--- config.mk ---
export PLATFORM = sky130hd
export DESIGN_NAME = y_alu_pipe
export DESIGN_NICKNAME = d
export VERILOG_FILES = /design/src/rtl/yalu_pkg.sv /design/src/rtl/y_mul_iter.sv /design/src/rtl/y_alu_pipe.sv
export SDC_FILE = /design/constraint.sdc
export NUM_CORES = 1
export LEC_CHECK = 0
export BUFFER_PORTS_ARGS = -buffer_cell sky130_fd_sc_hd__buf_2
export CAP_MARGIN = 40
export CORE_MARGIN = 2
export CORE_UTILIZATION = 54
export CTS_CLUSTER_SIZE = 12
export DETAILED_ROUTE_END_ITERATION = 12
export PLACE_DENSITY = 0.75
export SLEW_MARGIN = 20
export SYNTH_ARGS = -nofsm -noshare
export SYNTH_HDL_FRONTEND = slang
export SYNTH_SLANG_ARGS = --single-unit
--- constraint.sdc ---
create_clock -name clk -period 6.8 [get_ports clk]
set_input_delay 0.34 -clock clk [delete_from_list [all_inputs] [get_ports clk]]
set_output_delay 0.34 -clock clk [all_outputs]
set_load 0.02 [all_outputs]
--- src/rtl/yalu_pkg.sv ---
// Shared definitions for the y_alu_pipe ALU: op encodings and control FSM states.
package yalu_pkg;

  localparam logic [2:0] OP_AND = 3'b000;
  localparam logic [2:0] OP_OR  = 3'b001;
  localparam logic [2:0] OP_ADD = 3'b010;
  localparam logic [2:0] OP_MUL = 3'b011;
  localparam logic [2:0] OP_SUB = 3'b110;
  localparam logic [2:0] OP_SLT = 3'b111;

  typedef enum logic {
    IDLE,
    BUSY
  } alu_state_e;

endpackage

--- src/rtl/y_mul_iter.sv ---
// Iterative shift-and-add multiplier: W iterations after start, low W bits of a*b.
// done is a one-cycle pulse during the last iteration; p is valid only while done is high,
// so the consumer can register the product on the same edge the last iteration completes.
module y_mul_iter
  import yalu_pkg::*;
#(
  parameter int unsigned W     = 32,
  parameter int unsigned CNT_W = 6
) (
  input  logic         clk,
  input  logic         reset,
  input  logic         start,
  input  logic [W-1:0] a,
  input  logic [W-1:0] b,
  output logic         done,
  output logic [W-1:0] p
);

  logic             busy_q, busy_d;
  logic [CNT_W-1:0] cnt_q, cnt_d;
  logic [W-1:0]     mcand_q, mcand_d;
  logic [W-1:0]     mplier_q, mplier_d;
  logic [W-1:0]     acc_q, acc_d;
  logic [W-1:0]     acc_next;
  logic             last;

  // Partial-product accumulate for the current multiplier bit and last-iteration detect.
  always_comb begin
    acc_next = acc_q + (mplier_q[0] ? mcand_q : '0);
    last     = busy_q && (cnt_q == CNT_W'(W - 1));
  end

  // Next-state: latch operands on start, otherwise shift one bit per cycle while busy.
  always_comb begin
    busy_d   = busy_q;
    cnt_d    = cnt_q;
    mcand_d  = mcand_q;
    mplier_d = mplier_q;
    acc_d    = acc_q;
    if (start) begin
      busy_d   = 1'b1;
      cnt_d    = '0;
      mcand_d  = a;
      mplier_d = b;
      acc_d    = '0;
    end else if (busy_q) begin
      acc_d    = acc_next;
      mcand_d  = mcand_q << 1;
      mplier_d = mplier_q >> 1;
      cnt_d    = cnt_q + CNT_W'(1);
      if (last) begin
        busy_d = 1'b0;
        cnt_d  = '0;
      end
    end
  end

  // State registers with synchronous reset; reset aborts any multiply in flight.
  always_ff @(posedge clk) begin
    if (reset) begin
      busy_q   <= 1'b0;
      cnt_q    <= '0;
      mcand_q  <= '0;
      mplier_q <= '0;
      acc_q    <= '0;
    end else begin
      busy_q   <= busy_d;
      cnt_q    <= cnt_d;
      mcand_q  <= mcand_d;
      mplier_q <= mplier_d;
      acc_q    <= acc_d;
    end
  end

  assign done = last;
  assign p    = acc_next;

endmodule

--- src/rtl/y_alu_pipe.sv ---
// Registered ALU with valid/ready on both sides. Single-cycle AND/OR/ADD/SUB/SLT,
// W-cycle iterative MUL. Optional signed-overflow output enabled by YALU_OVF_EN.
module y_alu_pipe
  import yalu_pkg::*;
#(
  parameter int unsigned W     = 32,
  parameter int unsigned CNT_W = 6
) (
  input  logic         clk,
  input  logic         reset,
  input  logic         in_valid,
  output logic         in_ready,
  input  logic [W-1:0] a,
  input  logic [W-1:0] b,
  input  logic [2:0]   op,
  output logic         out_valid,
  input  logic         out_ready,
  output logic [W-1:0] z,
  output logic         zero,
  output logic         err
`ifdef YALU_OVF_EN
  ,
  output logic         ovf
`endif
);

  alu_state_e   state_q, state_d;
  logic         out_valid_q, out_valid_d;
  logic [W-1:0] z_q, z_d;
  logic         zero_q, zero_d;
  logic         err_q, err_d;

  logic         accept;
  logic         mul_start;
  logic         mul_done;
  logic [W-1:0] mul_p;
  logic         load_alu;
  logic         load_mul;

  logic [W-1:0] sum;
  logic [W-1:0] diff;
  logic         slt;
  logic [W-1:0] res;
  logic         illegal;

`ifdef YALU_OVF_EN
  logic ovf_c;
  logic ovf_q, ovf_d;
`endif

  // Handshake: accept only in IDLE and only when the output slot is free or draining.
  always_comb begin
    in_ready  = (state_q == IDLE) && (!out_valid_q || out_ready);
    accept    = in_valid && in_ready;
    mul_start = accept && (op == OP_MUL);
  end

  y_mul_iter #(
    .W    (W),
    .CNT_W(CNT_W)
  ) u_mul (
    .clk  (clk),
    .reset(reset),
    .start(mul_start),
    .a    (a),
    .b    (b),
    .done (mul_done),
    .p    (mul_p)
  );

  // Single-cycle datapath; SLT uses the subtract sign unless operand signs differ.
  always_comb begin
    sum     = a + b;
    diff    = a + ~b + W'(1);
    slt     = (a[W-1] == b[W-1]) ? diff[W-1] : a[W-1];
    res     = '0;
    illegal = 1'b0;
    case (op)
      OP_AND:  res = a & b;
      OP_OR:   res = a | b;
      OP_ADD:  res = sum;
      OP_SUB:  res = diff;
      OP_SLT:  res = {{(W - 1){1'b0}}, slt};
      OP_MUL:  res = '0;
      default: illegal = 1'b1;
    endcase
  end

`ifdef YALU_OVF_EN
  // Signed overflow: ADD when equal-sign operands flip sign, SUB when differing signs do.
  always_comb begin
    ovf_c = 1'b0;
    if (op == OP_ADD) begin
      ovf_c = (a[W-1] == b[W-1]) && (sum[W-1] != a[W-1]);
    end else if (op == OP_SUB) begin
      ovf_c = (a[W-1] != b[W-1]) && (diff[W-1] != a[W-1]);
    end
  end
`endif

  // FSM next-state and output-register load; a new result may replace one being consumed.
  always_comb begin
    state_d     = state_q;
    out_valid_d = out_valid_q;
    z_d         = z_q;
    zero_d      = zero_q;
    err_d       = err_q;
`ifdef YALU_OVF_EN
    ovf_d       = ovf_q;
`endif
    load_alu    = accept && (op != OP_MUL);
    load_mul    = (state_q == BUSY) && mul_done;

    unique case (state_q)
      IDLE:    if (mul_start) state_d = BUSY;
      BUSY:    if (mul_done) state_d = IDLE;
      default: state_d = IDLE;
    endcase

    if (load_alu) begin
      z_d    = res;
      zero_d = (res == '0);
      err_d  = illegal;
`ifdef YALU_OVF_EN
      ovf_d  = ovf_c;
`endif
    end else if (load_mul) begin
      z_d    = mul_p;
      zero_d = (mul_p == '0);
      err_d  = 1'b0;
`ifdef YALU_OVF_EN
      ovf_d  = 1'b0;
`endif
    end

    if (load_alu || load_mul) begin
      out_valid_d = 1'b1;
    end else if (out_ready) begin
      out_valid_d = 1'b0;
    end
  end

  // State and output registers with synchronous reset; reset discards any pending result.
  always_ff @(posedge clk) begin
    if (reset) begin
      state_q     <= IDLE;
      out_valid_q <= 1'b0;
      z_q         <= '0;
      zero_q      <= 1'b0;
      err_q       <= 1'b0;
`ifdef YALU_OVF_EN
      ovf_q       <= 1'b0;
`endif
    end else begin
      state_q     <= state_d;
      out_valid_q <= out_valid_d;
      z_q         <= z_d;
      zero_q      <= zero_d;
      err_q       <= err_d;
`ifdef YALU_OVF_EN
      ovf_q       <= ovf_d;
`endif
    end
  end

  assign out_valid = out_valid_q;
  assign z         = z_q;
  assign zero      = zero_q;
  assign err       = err_q;
`ifdef YALU_OVF_EN
  assign ovf       = ovf_q;
`endif

endmodule

## Word-level counts from Yosys, hierarchy flattened

Index checks and enable logic that the tools add are counted.

- Word-level logic and storage cells: 66
- Output and inout port bits: 36
- Flip-flop bits (word level): 139
- Bits of input ports: 71

- Equal/unequal tests: 8
- Bitwise gates (word level): 4
- Reductions and logical operators: 17
- $add $sub $neg: 5
- Multiplexer cells: 22

Operators with widths:

| cell | count |
|---|---|
| 2-to-1 mux 32 bit | 7 |
| one-hot mux 32 bit (5 select lines) | 1 |
| adder 32 bit | 3 |
| logical NOT 32 bit | 2 |
| adder 32 x 1 -> 32 bit (second input constant) | 1 |
| bitwise AND 32 bit | 1 |
| inverter 32 bit | 1 |
| bitwise OR 32 bit | 1 |
| 2-to-1 mux 1 bit | 12 |
| adder 6 x 1 -> 6 bit (second input constant) | 1 |
| equality test 3 x 2 -> 1 bit (second input constant) | 2 |
| equality test 3 bit (second input constant) | 2 |
| equality test 6 x 5 -> 1 bit (second input constant) | 1 |
| logical AND 1 bit | 6 |
| 2-to-1 mux 6 bit | 1 |
| nonzero test 2 bit | 3 |
| OR reduction 6 bit | 1 |
| equality test 3 x 1 -> 1 bit (second input constant) | 1 |
| logical NOT 3 bit | 1 |
| inequality test 3 x 2 -> 1 bit (second input constant) | 1 |
| logical OR 1 bit | 2 |
| one-hot mux 1 bit (2 select lines) | 1 |
| OR reduction 2 bit | 1 |
| equality test 1 bit | 1 |
| 2 further kinds | 2 |

## Logic depth before layout (Yosys ltp)

- Depth after elaboration: 7
- Gate-level depth with buffers: 26
- Mapped depth without buffers: 25

## Cells and area by module

From an unflattened synthesis, not the netlist that was laid out.

- Cells, all modules: 1,805
- Area total of the unflattened synthesis: 13,316.5 um2

By module, submodules not included:

| module | area each (um2) | times used | cells each | seq. area each (um2) |
|---|---|---|---|---|
| y_alu_pipe | 6,785.3 | 1 | 978 | 720.7 |
| y_mul_iter | 6,531.3 | 1 | 827 | 2,062.0 |

## Least setup slack after synthesis

No wires, ideal clock.

- Path kind: input-to-reg
- Start: in a[4]
- End: reg zero_q, in the netlist zero
- Stages: 26
- Arrival time: 5.039 ns
- Setup slack: 1.700 ns
- Buffers on the path: 1
- Path through: inv_1 ha_1 clkbuf_1 nor2_1 o211ai_1 a311oi_1 nand4_1 nand2_1 o31ai_1 or4_1 a31oi_1 a21oi_1 nor2_1 nor2_1 fa_1 a31oi_1 o22ai_1 nor3_1 nand4_1 a211oi_1 nand4_1 nor4_1 nand4_1 or4_1 nor4_1 a311o_1

- Word-level cells in the longest chain between the ends: 6
- Elaborated cells on any way between the ends: 9

Ends and longest elaborated chain:

| element | line | source |
|---|---|---|
| start: declaration | y_alu_pipe.sv:13 | `input logic [W-1:0] a,` |
| adder 32 bit | y_alu_pipe.sv:74 | `diff = a + ~b + W'(1);` |
| adder 32 x 1 -> 32 bit | y_alu_pipe.sv:74 |  |
| 2-to-1 mux 1 bit | y_alu_pipe.sv:75 | `slt = (a[W-1] == b[W-1]) ? diff[W-1] : a[W-1];` |
| one-hot mux 32 bit (5 select lines) (*) | y_alu_pipe.sv:78 | `case (op)` |
| logical NOT 32 bit (*) | y_alu_pipe.sv:122 | `zero_d = (res == '0);` |
| 2-to-1 mux 1 bit (*) | y_alu_pipe.sv:120 | `if (load_alu) begin` |
| end signal: assignment | y_alu_pipe.sv:158 | `zero_q <= zero_d;` |
| end: declaration | y_alu_pipe.sv:30 | `logic zero_q, zero_d;` |

Every way passes the cells marked *; elsewhere a longest branch is shown, timed or not.
A chain may end at the register's enable or synchronous reset.

## Worst setup path in the final report

- Start: in a[1]
- End: reg zero_q, in the netlist zero

Same word-level chain as after synthesis.

==> results.md <==
* Detailed-route DRC error count at 0
* CP Launch Type: input port
* DRT Wirelength at 42.02 mm
* Fin crit period at 5539 ps
* Placed cell count at 2008
* CTS Buf Count at 17
* Via count of the first global-routing pass at 11880
* Logic pwr share at 0.272
* Post-synth top cells: nor2_1 (210), dfxtp_1 (139), ha_1 (133)
* Total iterations of the first detailed-routing run at 5
* Period utilisation layout at 0.8145
* Clock tree from TritonCTS: built
* Final Hold Fails at 0
* P_leak at 6.069 nW
* Die H at 157.2 um
* Longest Clk Path Bufs at 2
* Sequential share of power at 0.353
* RSZ-0062 raised after global routing: no
* Count leader, synth: nor2_1
* Final Util at 0.6016
* Post-DP HPWL at 31.33 mm
* Via Count at 12770
* Largest cells by area after synthesis: dfxtp_1 (22%), ha_1 (13%), mux2i_1 (8.8%)
* Total Routing Usage GR at 0.3347
* Crit Path Class: in -> reg
* Max-slew headroom at the worst pin at 0.3874
* Starting Density at 0.5446
* Clock power share at 0.375
* Worst Setup End Kind: register
* Nets at 1921
* Seq/Total Area, Yosys at 0.2196
* Initial DRC Count at 1125
* Async set-reset flop share out of synthesis at 0
* Slew @ Worst Pin at 907.4 ps
* Hold/Removal Path Class: in -> reg
* Core box area at 23260 sq um
* Core Rows at 56
* Yosys top cell area share at 0.2196
* Syn_nets at 1875
* Max-cap violations at 0
* Setup TNS Final at 0 ps
* Arrival time at the worst endpoint at 5910 ps
* First-pass GRT wire length at 64.79 mm
* Internal at 1.564 mW
* Highest Clock Rate at 0.1805 GHz
* R2R cell count at 16
* NetSw at 0.9063 mW
* Layout area overhead at 10.46%
* Mapped Cells at 1667
* Fill cell count at 2205
* Initial antenna violation count at 0
* Power density over cell area at 176.5 nW/um^2
* Mean Syn Cell Area at 7.600 sq um
* Chip Width at 157.2 um
* VDD IR max at 182.7 uV
* Antenna Cells at 0
* DR WL/cell at 20.55 um
* Worst hold stages at 3
* Worst clock skew at 14.23 ps
* Clock root buffer: clkbuf_16
* Pwr Total at 2.470 mW
* Vias/cell at 6.244
* Synth Flop Type: dfxtp_1
* Post-CTS Setup Repair Bufs at 0
* Remaining global-route overflow at 0
* Number of flops mapped to enable cells by yosys at 0
* Net Sw Frac at 0.3669
* Share of cells above drive strength 1 at 0.1031
* # hold bufs at CTS at 0
* I/O pin total at 107
* Status: finished clean
* Final setup violation count at 0
* H-tree depth at 4
* Dominant cell type by area after synthesis: dfxtp_1
* Max-slew violation count at 0
* Crit Path Max Fanout at 6
* Clock transition at path regs at 60 ps
* Fin cells at 2045
* DRT antenna net count at 0
* Synthesized flop and latch total at 139
* Yosys warnings at 0
* Number of buffers added on ports at 106
* Clk_lat worst skew at 430 ps
* CTS Sinks at 139
* Post-cts resize count at 0
* Required @ worst endpoint at 7170 ps
* Post-synth cell types at 75
* Mapped cell area at 12670 sq um
* Die area at 24700 sq um
* Pin count of the biggest net entering global routing at 77
* GP Congestion at 1.046
final cells by class:
cell class	instances	area, sq um	share of cell area
clock buffer	18	429.2	0.03067
clock inverter	14	126.4	0.009030
inverter	128	480.5	0.03433
multi-input combinational	1296	9016	0.6443
sequential	139	2786	0.1991
tap	319	399.1	0.02852
timing repair buffer	131	757.0	0.05409
state kept, by name, summed over array words and instances (netlist names):
register and cells:
u_mul.acc_q 32, u_mul.mcand_q 32, u_mul.mplier_q 32, z 32
u_mul.cnt_q 6, err 1, out_valid 1, state_q 1
u_mul.busy_q 1, zero 1
critical path, cell delays in order:
cell and delay [ps]:
buf_2 120, inv_1 110, ha_1 340, o21bai_1 200, o211ai_1 190, a311oi_1 330
buf_4 210, nand4_1 140, nand2_1 150, o31ai_1 110, or4_1 480, a31oi_1 260
a21oi_1 120, nor2_1 100, nor2_1 60, fa_1 410, a31oi_1 150, o22ai_1 130
nor3_1 200, nand4_1 110, a211oi_1 210, nand4_1 160, nor4_1 260, nand4_1 130
or4_1 510, nor4_1 250, a311o_1 150
stage by stage:
step	hold WS [ps]	setup WS, ps	cell area [sq um]
detailed placement	445.7	943.6	13390
CTS	187.6	1346	13950
finish	203.0	1261	13990
floorplan	463.4	1700	12670
global route	210.4	646.9	13990
global placement	441.4	1087	13350
logic make-up (layout without fill, tap and decap cells):
kind of cell | after synthesis | in the layout | share of synthesized area
multiplexers | 113 | 113 | 0.08947
adder cells (fa/ha/maj) | 137 | 137 | 0.1377
flip-flops | 139 | 139 | 0.2196
XOR/XNOR | 46 | 46 | 0.03180
buffers and inverters | 232 | 291 | 0.06952
AND/OR/NAND/NOR | 523 | 523 | 0.1943
AO/OA/AOI/OAI | 477 | 477 | 0.2577
placed cells by master (no fill, tap or decap), types with 29 or more instances in the layout:
cell      synthesis  layout
nor3_1           31      31
and2_1           39      39
nor2_1          210     209
buf_2             2     106
mux2i_1         111     111
ha_1            133     133
a21oi_1         120     120
a211oi_1         90      90
nand3_1          31      31
dfxtp_1         139     138
o21ai_0          46      46
nand2_1         110     109
xnor2_1          29      29
inv_1           128     128
power groups by stage:
stage	Sequential, mW	Combinational (mW)	Clock (mW)
global placement	0.890	0.640	0
detailed placement	0.890	0.646	0
CTS	0.871	0.649	0.931
floorplan	0.896	0.427	0
global route	0.875	0.725	0.967
finish	0.872	0.672	0.927
per-layer routing:
metal,share of wire,track usage
met1,0.46,0.4639
met4,0.024,0.09524
met3,0.073,0.05727
met2,0.45,0.5342
met5,0,0
path summary, 6_finish.rpt:
| path | start | end | slack (ps) |
|---|---|---|---|
| hold reg to reg | z[0] | z[0] | 450 |
| hold / removal | a[0] | u_mul.mcand_q[0] | 200 |
| setup reg to reg | u_mul.mplier_q[0] | zero | 1950 |
| setup / recovery | a[1] | zero | 1260 |
No activity file was read; power rests on OpenSTA's default activity.
